==> config.mk <==
export PLATFORM = sky130hd
export DESIGN_NAME = pc_sequencer_flat
export DESIGN_NICKNAME = d
export VERILOG_FILES = /design/src/rtl/pc_sequencer_if.sv /design/src/rtl/pc_sequencer.sv /design/src/flat_wrapper.sv
export SDC_FILE = /design/constraint.sdc
export NUM_CORES = 1
export LEC_CHECK = 0
export ABC_AREA = 1
export CORE_ASPECT_RATIO = 0.8
export CORE_MARGIN = 4
export CORE_UTILIZATION = 50
export CTS_BUF_LIST = sky130_fd_sc_hd__clkbuf_8
export CTS_CLUSTER_DIAMETER = 150
export DETAILED_ROUTE_END_ITERATION = 16
export HOLD_SLACK_MARGIN = 0.03
export PLACE_DENSITY = 0.86
export SYNTH_ARGS = -nofsm -noshare
export SYNTH_HDL_FRONTEND = slang
export SYNTH_SLANG_ARGS = --single-unit
export TNS_END_PERCENT = 100
==> constraint.sdc <==
create_clock -name clk -period 5.4 [get_ports clk]
set_clock_uncertainty 0.15 [all_clocks]
set_input_delay 1.62 -clock clk [delete_from_list [all_inputs] [get_ports clk]]
set_output_delay 1.62 -clock clk [all_outputs]
set_load 0.02 [all_outputs]
==> src/rtl/pc_sequencer_if.sv <==
// Signal bundle between the PC sequencer and the fetch/decode/execute stages.
// The master side drives the request and pipeline inputs; the sequencer is the slave.
interface pc_sequencer_if;
  logic        start;
  logic [31:0] pc_in;
  logic [31:0] instr;
  logic        is_branch_taken;
  logic [31:0] branch_target;
  logic        stall_req;
  logic        pc_write;
  logic [31:0] next_pc;
  logic [2:0]  status;
  logic        halted;
  logic        fault;
  logic        timeout;
  logic [31:0] retired_count;
  logic [31:0] cycle_count;

  modport master (
    output start, pc_in, instr, is_branch_taken, branch_target, stall_req,
    input  pc_write, next_pc, status, halted, fault, timeout, retired_count, cycle_count
  );

  modport slave (
    input  start, pc_in, instr, is_branch_taken, branch_target, stall_req,
    output pc_write, next_pc, status, halted, fault, timeout, retired_count, cycle_count
  );
endinterface

==> src/rtl/pc_sequencer.sv <==
// Boot/run/halt sequencer that decides when and where the PC register is written,
// with a run-cycle budget and sticky halt/fault/timeout end states.
//
// state   | meaning
// IDLE    | waiting for start after reset
// BOOT    | one cycle: load RESET_PC, clear counters
// RUN     | advancing PC; checks for halt, misaligned branch, cycle budget
// HALT    | halt instruction reached; PC held
// FAULT   | misaligned branch target; PC held
// TIMEOUT | run-cycle budget exhausted; PC held
module pc_sequencer #(
  parameter logic [31:0] RESET_PC   = 32'h0000_0000,
  parameter logic [31:0] HALT_INSTR = 32'h0000_006F,
  parameter int unsigned MAX_CYCLES = 80
) (
  input logic          clk,
  input logic          reset,
  pc_sequencer_if.slave bus
);

  typedef enum logic [2:0] {
    IDLE    = 3'd0,
    BOOT    = 3'd1,
    RUN     = 3'd2,
    HALT    = 3'd3,
    FAULT   = 3'd4,
    TIMEOUT = 3'd5
  } state_t;

  localparam logic [31:0] LAST_CYCLE = 32'(MAX_CYCLES - 1);

  state_t      state_q, state_d;
  logic [31:0] cycle_q, retired_q;
  logic        halted_q, fault_q, timeout_q;
  logic        pc_write_d;
  logic [31:0] next_pc_d;
  logic        cycle_inc, retired_inc, count_clr;
  logic        misaligned, halt_hit;

  assign misaligned = bus.is_branch_taken && (bus.branch_target[1:0] != 2'b00);
  assign halt_hit   = (bus.instr == HALT_INSTR);

  always_ff @(posedge clk or negedge reset) begin
    if (!reset) begin
      state_q <= IDLE;
    end else begin
      state_q <= state_d;
    end
  end

  always_comb begin
    state_d     = state_q;
    pc_write_d  = 1'b0;
    next_pc_d   = bus.pc_in;
    cycle_inc   = 1'b0;
    retired_inc = 1'b0;
    count_clr   = 1'b0;
    case (state_q)
      IDLE: begin
        next_pc_d = RESET_PC;
        if (bus.start) state_d = BOOT;
      end
      BOOT: begin
        pc_write_d = 1'b1;
        next_pc_d  = RESET_PC;
        count_clr  = 1'b1;
        state_d    = RUN;
      end
      RUN: begin
        cycle_inc = 1'b1;
        if (!bus.stall_req) begin
          // Fault outranks halt; a halt still counts as a retired instruction.
          if (misaligned) begin
            state_d = FAULT;
          end else if (halt_hit) begin
            retired_inc = 1'b1;
            state_d     = HALT;
          end else begin
            pc_write_d  = 1'b1;
            next_pc_d   = bus.is_branch_taken ? bus.branch_target : bus.pc_in + 32'd4;
            retired_inc = 1'b1;
          end
        end
        if (state_d == RUN && cycle_q == LAST_CYCLE) state_d = TIMEOUT;
      end
      HALT, FAULT, TIMEOUT: begin
        if (bus.start) state_d = BOOT;
      end
      default: state_d = IDLE;
    endcase
  end

  always_ff @(posedge clk or negedge reset) begin
    if (!reset) begin
      cycle_q   <= '0;
      retired_q <= '0;
      halted_q  <= 1'b0;
      fault_q   <= 1'b0;
      timeout_q <= 1'b0;
    end else begin
      if (count_clr) begin
        cycle_q   <= '0;
        retired_q <= '0;
      end else begin
        if (cycle_inc)   cycle_q   <= cycle_q + 32'd1;
        if (retired_inc) retired_q <= retired_q + 32'd1;
      end
      halted_q  <= (state_d == HALT);
      fault_q   <= (state_d == FAULT);
      timeout_q <= (state_d == TIMEOUT);
    end
  end

  assign bus.pc_write      = pc_write_d;
  assign bus.next_pc       = next_pc_d;
  assign bus.status        = state_q;
  assign bus.halted        = halted_q;
  assign bus.fault         = fault_q;
  assign bus.timeout       = timeout_q;
  assign bus.retired_count = retired_q;
  assign bus.cycle_count   = cycle_q;

endmodule

==> src/flat_wrapper.sv <==
// flat-port wrapper written by rule: the top's interface ports become plain ports
module pc_sequencer_flat 
#(
  parameter logic [31:0] RESET_PC   = 32'h0000_0000,
  parameter logic [31:0] HALT_INSTR = 32'h0000_006F,
  parameter int unsigned MAX_CYCLES = 80
)
  (clk, reset, bus_start, bus_pc_in, bus_instr, bus_is_branch_taken, bus_branch_target, bus_stall_req, bus_pc_write, bus_next_pc, bus_status, bus_halted, bus_fault, bus_timeout, bus_retired_count, bus_cycle_count);
  pc_sequencer_if bus_i ();
  input logic clk;
  input logic reset;
  input wire logic [$bits(bus_i.start)-1:0] bus_start;
  input wire logic [$bits(bus_i.pc_in)-1:0] bus_pc_in;
  input wire logic [$bits(bus_i.instr)-1:0] bus_instr;
  input wire logic [$bits(bus_i.is_branch_taken)-1:0] bus_is_branch_taken;
  input wire logic [$bits(bus_i.branch_target)-1:0] bus_branch_target;
  input wire logic [$bits(bus_i.stall_req)-1:0] bus_stall_req;
  output wire logic [$bits(bus_i.pc_write)-1:0] bus_pc_write;
  output wire logic [$bits(bus_i.next_pc)-1:0] bus_next_pc;
  output wire logic [$bits(bus_i.status)-1:0] bus_status;
  output wire logic [$bits(bus_i.halted)-1:0] bus_halted;
  output wire logic [$bits(bus_i.fault)-1:0] bus_fault;
  output wire logic [$bits(bus_i.timeout)-1:0] bus_timeout;
  output wire logic [$bits(bus_i.retired_count)-1:0] bus_retired_count;
  output wire logic [$bits(bus_i.cycle_count)-1:0] bus_cycle_count;
  assign bus_i.start = bus_start;
  assign bus_i.pc_in = bus_pc_in;
  assign bus_i.instr = bus_instr;
  assign bus_i.is_branch_taken = bus_is_branch_taken;
  assign bus_i.branch_target = bus_branch_target;
  assign bus_i.stall_req = bus_stall_req;
  assign bus_pc_write = bus_i.pc_write;
  assign bus_next_pc = bus_i.next_pc;
  assign bus_status = bus_i.status;
  assign bus_halted = bus_i.halted;
  assign bus_fault = bus_i.fault;
  assign bus_timeout = bus_i.timeout;
  assign bus_retired_count = bus_i.retired_count;
  assign bus_cycle_count = bus_i.cycle_count;
  pc_sequencer #(.RESET_PC(RESET_PC), .HALT_INSTR(HALT_INSTR), .MAX_CYCLES(MAX_CYCLES)) u_core (.clk(clk), .reset(reset), .bus(bus_i));
endmodule
# Word-level counts from Yosys, hierarchy flattened
# Cells that the tools add are included.
# totals
ff_bits	70
mem_bits_rw	0
out_inout_bits	103
latch_bits	0
in_bits	101
rom_bits	0
n_memories	0
# classes
n_mux	25
n_reduce_logical	8
magnitude_cmp	0
n_addsub	3
shifts	0
multipliers	0
eq_ne	11
bitwise	0
div	0
# ops
op	n
32-bit 2-to-1 mux	8
32-bit by 1-bit adder with 32-bit output, second input constant	2
32-bit by 7-bit == test with 1-bit output, second input constant	2
32-bit case mux with 2 select lines	1
32-bit by 3-bit adder with 32-bit output, second input constant	1
3-bit 2-to-1 mux	6
3-bit by 2-bit == test with 1-bit output, second input constant	4
3-bit == test, second input constant	4
3-bit case mux with 3 select lines	1
1-bit 2-to-1 mux	8
2-bit nonzero test	3
4-bit OR reduction	1
3-bit by 1-bit == test with 1-bit output, second input constant	1
3-bit zero test	1
1-bit logical AND	2
1-bit case mux with 2 select lines	1
2-bit OR reduction	1

# Depth between registers and ports, before layout
# Gate-level depths: netlist of the first run.
# logic_depth
ltp_word	10
ltp_mapped	13
ltp_nobuf	13

# Least setup slack after synthesis of the first run
# Ideal clock, no wire load.
# synth_path
path_kind	input -> output
start	input port bus_is_branch_taken
end	output port bus_next_pc[14]
arrival_time_ps	3014
setup_slack_ps	616
path_stages	11
n_path_buf	2
cell_sequence	buf_2 > inv_4 > nor2_1 > nor2_2 > nand2_2 > nor2_1 > buf_2 > nand2_1 > nand3_1 > nand2_1 > nand2_1
# synth_via
elab_chain_cells	5
word_cells_on_any_way	6
# synth_lines
element	line	text
from (decl)	flat_wrapper.sv:15	input wire logic [$bits(bus_i.is_branch_taken)-1:0] bus_is_branch_taken;
32-bit 2-to-1 mux	pc_sequencer.sv:80	next_pc_d = bus.is_branch_taken ? bus.branch_target : bus.pc_in + 32'd4;
32-bit 2-to-1 mux	pc_sequencer.sv:75	end else if (halt_hit) begin
32-bit 2-to-1 mux (*)	pc_sequencer.sv:73	if (misaligned) begin
32-bit 2-to-1 mux (*)	pc_sequencer.sv:71	if (!bus.stall_req) begin
32-bit case mux with 2 select lines (*)	pc_sequencer.sv:58	case (state_q)
to (decl)	flat_wrapper.sv:19	output wire logic [$bits(bus_i.next_pc)-1:0] bus_next_pc;
# Mark *: on every way between the ends. The rest lies on a longest branch, timed or not.

# Final worst setup path of the first run
# layout_path
start	input port bus_pc_in[14]
end	output port bus_next_pc[17]
# layout_via
elab_chain_cells	6
# layout_lines
element	line	text
from (decl)	flat_wrapper.sv:13	input wire logic [$bits(bus_i.pc_in)-1:0] bus_pc_in;
32-bit by 3-bit adder with 32-bit output	pc_sequencer.sv:80	
32-bit 2-to-1 mux	pc_sequencer.sv:80	
32-bit 2-to-1 mux	pc_sequencer.sv:75	
32-bit 2-to-1 mux	pc_sequencer.sv:73	
32-bit 2-to-1 mux	pc_sequencer.sv:71	
32-bit case mux with 2 select lines	pc_sequencer.sv:58	
# No other way between the ends.

==> metrics.md, run 1 <==
| Metric | Value |
|---|---|
| DIE WIDTH | `133.5 um` |
| Core Rows | `36` |
| Final WL | `22.47 mm` |
| Seq/Total Area, Yosys | `0.2780` |
| Critical path endpoint category | `primary output` |
| Kind of start point of the critical path | `primary input` |
| Leading post-synthesis cells by cell area | `dfrtp_1 (28%), nand2_1 (25%), nor2_1 (10%), inv_1 (7.9%), nand3_1 (6.0%)` |
| Clock slew at reported path FFs | `0.07 ns` |
| Worst hold start | `u_core.bus.retired_count[13]` |
| Area growth syn-to-layout | `44.72%` |
| Max-Cap Viols | `0` |
| CTS sink cnt | `70` |
| Initial antenna violation count | `0` |
| Layout cells sized above 1 | `0.1040` |
| Power Total | `2.211 mW` |
| Inserted Clock Buffers | `9` |
| Finished Cell Area | `0.009119 mm^2` |
| Mapped Avg Cell Area | `approximately 5.6 um^2` |
| Setup crit start | `bus_pc_in[14]` |
| First-pass GRT wire length | `36.63 mm` |
| Routed Antenna Nets | `0` |
| DRT Pass-1 Iters | `6` |
| FF+latch count, synth | `70` |
| Leakage | `4.396 nW` |
| Clock period minus worst slack | `5.342 ns` |
| Status | `finished clean` |
| CP arrival | `3.57 ns` |
| Num ports | `204` |
| Worst skew pair latency | `0.35 ns` |
| Die Y | `~110 um` |
| Pwr/cell area | `242.5 mW/mm^2` |
| Initial drt markers | `760` |
| Largest net degree at the start of global routing | `53` |
| GR Overflow Total | `0` |
| Reg-to-reg startpoint | `u_core.bus.status[0]` |
| Via density | `5.272` |
| Period Utilization, post-route | `0.9892` |
| Area of the mapped netlist | `0.006301 mm^2` |
| GRT Overall Usage | `0.3105` |
| RSZ-0062 raised after global routing | `yes` |
| Prevailing post-synth register cell | `dfrtp_1` |
| DP Area | `approximately 0.0090 mm^2` |
| Fmax | `0.1872 GHz` |
| CTS Root Cell | `clkbuf_8` |
| Top-area cell type share of the netlist area | `0.2780` |
| Synth async-reset ratio | `1.000` |
| Placer Congestion | `0.9884` |
| Synthesized instance count | `~1100` |
| Hold crit path type | `reg2reg` |
| Synth warnings | `0` |
| Setup WS post-layout | `between 0.05 and 0.06 ns` |
| IO buf count | `~200` |
| Initial core utilization | `0.5143` |
| Final setup vio count | `0` |
| Relative slew slack | `0.3911` |
| Critical path fanouts, max | `3` |
| Final Max Slew Viols | `0` |
| Vias in the first global route | `7596` |
| DP HPWL | `17.82 mm` |
| Slew of the pin with the lowest slew margin | `around 0.9 ns` |
| Placement Setup Slack | `-0.3387 ns` |
| Req. time, crit path | `3.63 ns` |
| H-tree depth | `3` |
| DR WL/cell | `14.44 um` |
| Clock Tree Buf Depth | `2` |
| CTS tree | `yes` |
| Commonest non-fill, non-tap cell in the layout | `nand2_1` |
| Detailed-route DRC error count | `0` |
| DR vias | `8204` |
| Worst VDD drop | `0.0001381 V` |
| Most frequent cells in the layout | `nand2_1 (416), nor2_1 (164), clkdlybuf4s50_1 (163)` |
| Unique masters post-synth | `43` |
| Post-synth top area cell | `dfrtp_1` |
| Fin. Hold Viols | `0` |
| Nets | `1484` |
| Number of hold buffers added after CTS | `0` |
| Full die area | `~0.014 mm^2` |
| Core area | `0.01225 mm^2` |
| Syn_nets | `1224` |
| Post-synth EDFFs | `0` |
| N_diodes | `0` |
| Kind of critical path | `in2out` |
-- synthesized netlist by cell type, drive strengths merged, types with 2 or more instances --
cell type / count
nand2: 418
nor2: 179
inv: 136
nand3: 77
dfrtp: 70
o21ai: 58
a21oi: 41
nor3: 35
nand4: 23
clkbuf: 18
xor2: 14
buf: 9
xnor2: 7
o21a: 5
o22ai: 5
and2: 3
ha: 3
nand3b: 3
a22oi: 2
o211ai: 2
or2: 2
-- through the flow --
step | utilization | hold slack [ns] | std cells | TNS, ns
floorplan | - | 0.4549 | 1120 | 0
global placement | 0.7330 | 0.3605 | 1538 | -6.125
detailed placement | 0.7330 | 0.3760 | 1538 | -7.215
CTS | 0.7444 | 0.3859 | 1554 | 0
global route | 0.7443 | 0.4155 | 1556 | -0.1928
finish | 0.7443 | 0.3798 | 1556 | 0
-- power by group --
group	internal, mW	switching, mW	leakage, nW	total [mW]
sequential	0.561	0.0604	0.970	0.621
combinational	0.415	0.804	3.33	1.22
clock	0.173	0.197	0.0944	0.371
total	1.15	1.06	4.40	2.21
-- final timing paths --
kind | endpoint | slack (ns) | cells after the start
min in group asynchronous | u_core.bus.cycle_count[9] | 1.05 | 1
min | u_core.bus.retired_count[13] | 0.38 | 1
max | bus_next_pc[17] | 0.06 | 12
max in group asynchronous | u_core.bus.retired_count[1] | 3.05 | 2
min reg2reg | u_core.bus.retired_count[13] | 0.38 | 1
max reg2reg | u_core.bus.retired_count[24] | 2.42 | 10
-- cell families after synthesis --
kind of cell	Yosys count	synth area share
compound gates	119	0.1021
fa+ha+maj	3	0.005958
buf+inv	164	0.09988
xor+xnor	21	0.02919
simple gates	743	0.4849
flops	70	0.2780
-- cell type report --
cell class / count / area [um^2]
tap: 171 / 214.0
timing repair buffer: 276 / 2482
fill: 1067 / 3133
clock inverter: 6 / 30.03
inverter: 137 / 516.7
clock buffer: 10 / 137.6
multi-input combinational: 886 / 3986
sequential: 70 / 1752
-- state kept, by name, indices dropped and copies added, names as in the netlist --
| name | flops |
|---|---|
| u_core.bus.cycle_count | 32 |
| u_core.bus.status | 3 |
| u_core.bus.fault | 1 |
| u_core.bus.retired_count | 32 |
| u_core.bus.timeout | 1 |
| u_core.bus.halted | 1 |
-- what timing repair did --
action                     CTS  global route
setup buffers                0             1
hold endpoints to repair     0             0
gates resized for setup     45            71
pin swaps                    0             4
gates cloned                 0             1
setup endpoints to repair   32            30
-- metal layers --
metal  up-vias  global-route usage  share of wire
met3        44             0.05535           0.11
met4         0              0.1233          0.027
met5         -                   0              0
met2       458              0.5094           0.46
met1      3633              0.4106           0.41
li1       4069                   -              -
-- critical path, stage by stage --
cell and delay [ns]:
clkdlybuf4s50_1 0.57, nand2_1 0.13, nor2_1 0.17, nand2_1 0.12, nor2_2 0.20, xor2_1 0.16
nand2_1 0.06, nand2_1 0.05, o21ai_0 0.07, nand2_1 0.06, nand2_1 0.04, dlygate4sd2_1 0.31
Power figures use the tool's default switching activity.
==> inputs of run 2 (changes only) <==
--- a/config.mk
+++ b/config.mk
@@ -5,15 +5,17 @@
 export SDC_FILE = /design/constraint.sdc
 export NUM_CORES = 1
 export LEC_CHECK = 0
-export ABC_AREA = 1
+export ABC_AREA = 0
 export CORE_ASPECT_RATIO = 0.8
 export CORE_MARGIN = 4
-export CORE_UTILIZATION = 50
+export CORE_UTILIZATION = 49
 export CTS_BUF_LIST = sky130_fd_sc_hd__clkbuf_8
 export CTS_CLUSTER_DIAMETER = 150
 export DETAILED_ROUTE_END_ITERATION = 16
 export HOLD_SLACK_MARGIN = 0.03
-export PLACE_DENSITY = 0.86
+export PLACE_DENSITY = 0.89
+export REMOVE_ABC_BUFFERS = 1
+export SLEW_MARGIN = 5
 export SYNTH_ARGS = -nofsm -noshare
 export SYNTH_HDL_FRONTEND = slang
 export SYNTH_SLANG_ARGS = --single-unit
==> run 2 against run 1 <==
The run now ends with setup timing left. Sequential share of layout area increased by 1.7 points. Setup slack worse by 0.067 ns. Wire length decreased by 0.25%. Combinational power rose by 9.8%. Worst hold slack gained 0.010 ns. Total power increased by 9.2%. Highest routed layer unchanged.
==> metrics.md, run 2 <==
| Metric | Value |
|---|---|
| Multi-input logic area | `~0.0035 mm^2` |
| Area growth syn-to-layout | `61.73%` |
| Core Rows | `33` |
| Area of the mapped netlist | `0.005182 mm^2` |
| Most frequent cell after synthesis | `nand2_1` |
| Req. time, crit path | `3.63 ns` |
| Relative slew slack | `0.2836` |
| Worst hold start | `u_core.bus.cycle_count[29]` |
| CP arrival | `around 3.6 ns` |
| Worst VDD drop | `0.0002449 V` |
| Clock Tree Buf Depth | `2` |
| DP HPWL | `16.48 mm` |
| Via density | `6.259` |
| H-tree depth | `3` |
| CTS sink cnt | `70` |
| Synth warnings | `0` |
| Mapped Avg Cell Area | `roughly 7.5 um^2` |
| Logic pwr share | `0.555` |
| Reg-to-reg startpoint | `u_core.bus.status[1]` |
| Hold crit path type | `reg2reg` |
| Initial antenna violation count | `0` |
| CTS Root Cell | `clkbuf_8` |
| CTS tree | `yes` |
| Seq/Total Area, Yosys | `0.3380` |
| Post-synth EDFFs | `0` |
| Synthesized instance count | `slightly below 700` |
| Setup WS post-layout | `-0.009147 ns` |
| Max-Cap Viols | `0` |
| Placement Setup Slack | `-0.7916 ns` |
| GRT Overall Usage | `0.3573` |
| Clock period minus worst slack | `5.409 ns` |
| Largest family of logic cells by synthesized area | `simple AND/OR/NAND/NOR gates` |
| DRT Pass-1 Iters | `6` |
| Nets | `1060` |
| FF+latch count, synth | `70` |
| Kind of start point of the critical path | `primary input` |
| Most frequent cells in the layout | `clkdlybuf4s50_1 (118), buf_4 (89), nand2_1 (81)` |
| Clock slew at reported path FFs | `around 0.070 ns` |
| Final WL | `22.41 mm` |
| Vias in the first global route | `6849` |
| Worst reg-to-reg setup slack | `2.29 ns` |
| Power Total | `2.415 mW` |
| Kind of critical path | `in2out` |
| Met1 Track Usage GR | `0.4591` |
| Critical path fanouts, max | `3` |
| Commonest non-fill, non-tap cell in the layout | `clkdlybuf4s50_1` |
| Post-synthesis mux area share | `0.005794` |
| Layout cells sized above 1 | `0.2081` |
| Worst r2r dst | `u_core.bus.retired_count[31]` |
| Non-Filler Instances | `between 1000 and 1500` |
| Clk pwr share | `0.198` |
| GR Layer Usage met3 | `0.07493` |
| Leakage | `between 3 and 4 nW` |
| Placed cell count | `1078` |
| First-pass GRT wire length | `35.10 mm` |
| Number of hold buffers added after CTS | `0` |
| Routed Antenna Nets | `0` |
| Detailed-route DRC error count | `0` |
| Initial core utilization | `0.5041` |
| Initial drt markers | `703` |
| Top-area cell type share of the netlist area | `0.3380` |
| Synth Area in Simple Gates | `0.3199` |
| Switching Share | `0.4505` |
| Post-synthesis adder-cell area fraction | `0.007243` |
| Post-synth top cells | `nand2_1 (82), nor2_1 (81), o21ai_0 (71)` |
| Prevailing post-synth register cell | `dfrtp_1` |
| Synth async-reset ratio | `1.000` |
| Pwr/cell area | `288.1 mW/mm^2` |
| Period Utilization, post-route | `1.002` |
| DIE WIDTH | `123.0 um` |
| Seq. cell area | `0.001752 mm^2` |
| GR peak layer | `met2` |
| Switch Pwr | `1.088 mW` |
| Slew of the pin with the lowest slew margin | `~1.1 ns` |
| Worst skew pair latency | `0.35 ns` |
| Met2 Usage GRT | `0.5972` |
| Final Max Slew Viols | `0` |
| Placer Congestion | `0.9727` |
| Leading post-synthesis cells by cell area | `dfrtp_1 (34%), o21ai_0 (6.9%), nand2_1 (5.9%), nor2_1 (5.9%), nand4_1 (3.9%)` |
| Internal cell power | `1.327 mW` |
| Fin. Hold Viols | `0` |
| DR WL/cell | `roughly 20 um` |
| Fillcell total | `671` |
| DR vias | `~7000` |
| R2R cell count | `7` |
| Hold-critical path depth | `1` |
| Die Y | `99.99 um` |
| Failing checks | `setup timing` |
| Critical path endpoint category | `primary output` |
| Unique masters post-synth | `56` |
| Full die area | `approximately 0.012 mm^2` |
| Final setup vio count | `1` |
| Post-synth top area cell | `dfrtp_1` |
| Seq pwr share | `0.247` |
| Largest net degree at the start of global routing | `57` |
| Status | `finished, violations left` |
| Num ports | `204` |
| N_diodes | `0` |
| GR Overflow Total | `0` |
| Min-Delay Endpoint | `u_core.bus.cycle_count[29]` |
| IO buf count | `just over 200` |
| Compound-Gate Fraction of Synth Area | `0.2214` |
| Xor/xnor share of the synthesized area | `0.06253` |
| Fmax | `0.1849 GHz` |
| Core area | `a little over 0.01 mm^2` |
| Inserted Clock Buffers | `9` |
## run 2: through the flow
stage	cell area, um^2	hold slack, ns	utilization	TNS [ns]
global placement	7881	0.3609	0.7666	-15.94
finish	8382	0.3902	0.8153	-0.009147
CTS	8180	0.3935	0.7957	0
floorplan	5031	0.4696	-	-1.024
detailed placement	7881	0.3840	0.7666	-17.42
global route	8382	0.4264	0.8153	-0.08656
## run 2: worst max-delay path, cell delays in order
cell             delay, ns
clkdlybuf4s50_1       0.55
nand4_1               0.17
nor4_4                0.34
buf_4                 0.17
nand4_1               0.17
xnor2_1               0.18
a22oi_1               0.13
o21ai_1               0.13
buf_4                 0.18
## run 2: area by class of cell
cell class              instances  share of cell area
multi-input cells             559              0.4186
repair buffers                294              0.3151
flip-flops and latches         70              0.2090
well taps                     140             0.02090
clock buffers                  10             0.01642
clock inverters                 6             0.01015
inverters                      22            0.009852
## run 2: how the worst max path moves through the flow
stage / startpoint / end / slack, ns / depth (start not counted)
after floorplan: u_core.bus.status[0] / bus_next_pc[29] / -0.36 / 5
after global placement: bus_pc_in[2] / bus_next_pc[28] / -0.68 / 10
after detailed placement: bus_pc_in[2] / bus_next_pc[28] / -0.79 / 10
after CTS: bus_instr[1] / bus_next_pc[18] / 0.0009 / 10
after global routing: bus_instr[30] / bus_next_pc[18] / -0.03 / 10
final: bus_pc_in[13] / bus_next_pc[25] / -0.009 / 9
## run 2: cells by family after synthesis
family / after synthesis
AND/OR/NAND/NOR: 329
AO/OA/AOI/OAI: 187
multiplexers: 3
adder cells (fa/ha/maj): 3
flip-flops: 70
XOR/XNOR: 37
buffers and inverters: 62
## run 2: power by group through the flow
| stage | clock (mW) | combinational [mW] | sequential (mW) |
|---|---|---|---|
| 2_1_floorplan | 0 | 0.607 | 0.638 |
| 3_3_place_gp | 0 | 1.30 | 0.602 |
| 3_5_place_dp | 0 | 1.33 | 0.604 |
| 4_1_cts | 0.477 | 1.30 | 0.594 |
| 5_1_grt | 0.497 | 1.43 | 0.601 |
| 6_report | 0.478 | 1.34 | 0.596 |
## run 2: metal layers
layer / share of wire / routed length, um / vias to the layer above
met3: 0.10 / 2347 / 83
met5: 0 / 0 / -
li1: - / - / 3087
met2: 0.47 / 10590 / 471
met4: 0.038 / 854 / 0
met1: 0.38 / 8619 / 3250
## run 2: timing repair
action                     CTS  global route
buffers inserted             5             0
gates cloned                 2             0
setup endpoints to repair   33            32
hold endpoints to repair     0             0
pin swaps                   25            27
gates resized for setup    212            87
==> inputs of run 3 (changes only) <==
--- a/config.mk
+++ b/config.mk
@@ -11,6 +11,7 @@
 export CORE_UTILIZATION = 49
 export CTS_BUF_LIST = sky130_fd_sc_hd__clkbuf_8
 export CTS_CLUSTER_DIAMETER = 150
+export CTS_CLUSTER_SIZE = 20
 export DETAILED_ROUTE_END_ITERATION = 16
 export HOLD_SLACK_MARGIN = 0.03
 export PLACE_DENSITY = 0.89
==> results of run 3 <==
No change in the layout: final DEF, timing and power equal those of run 2.
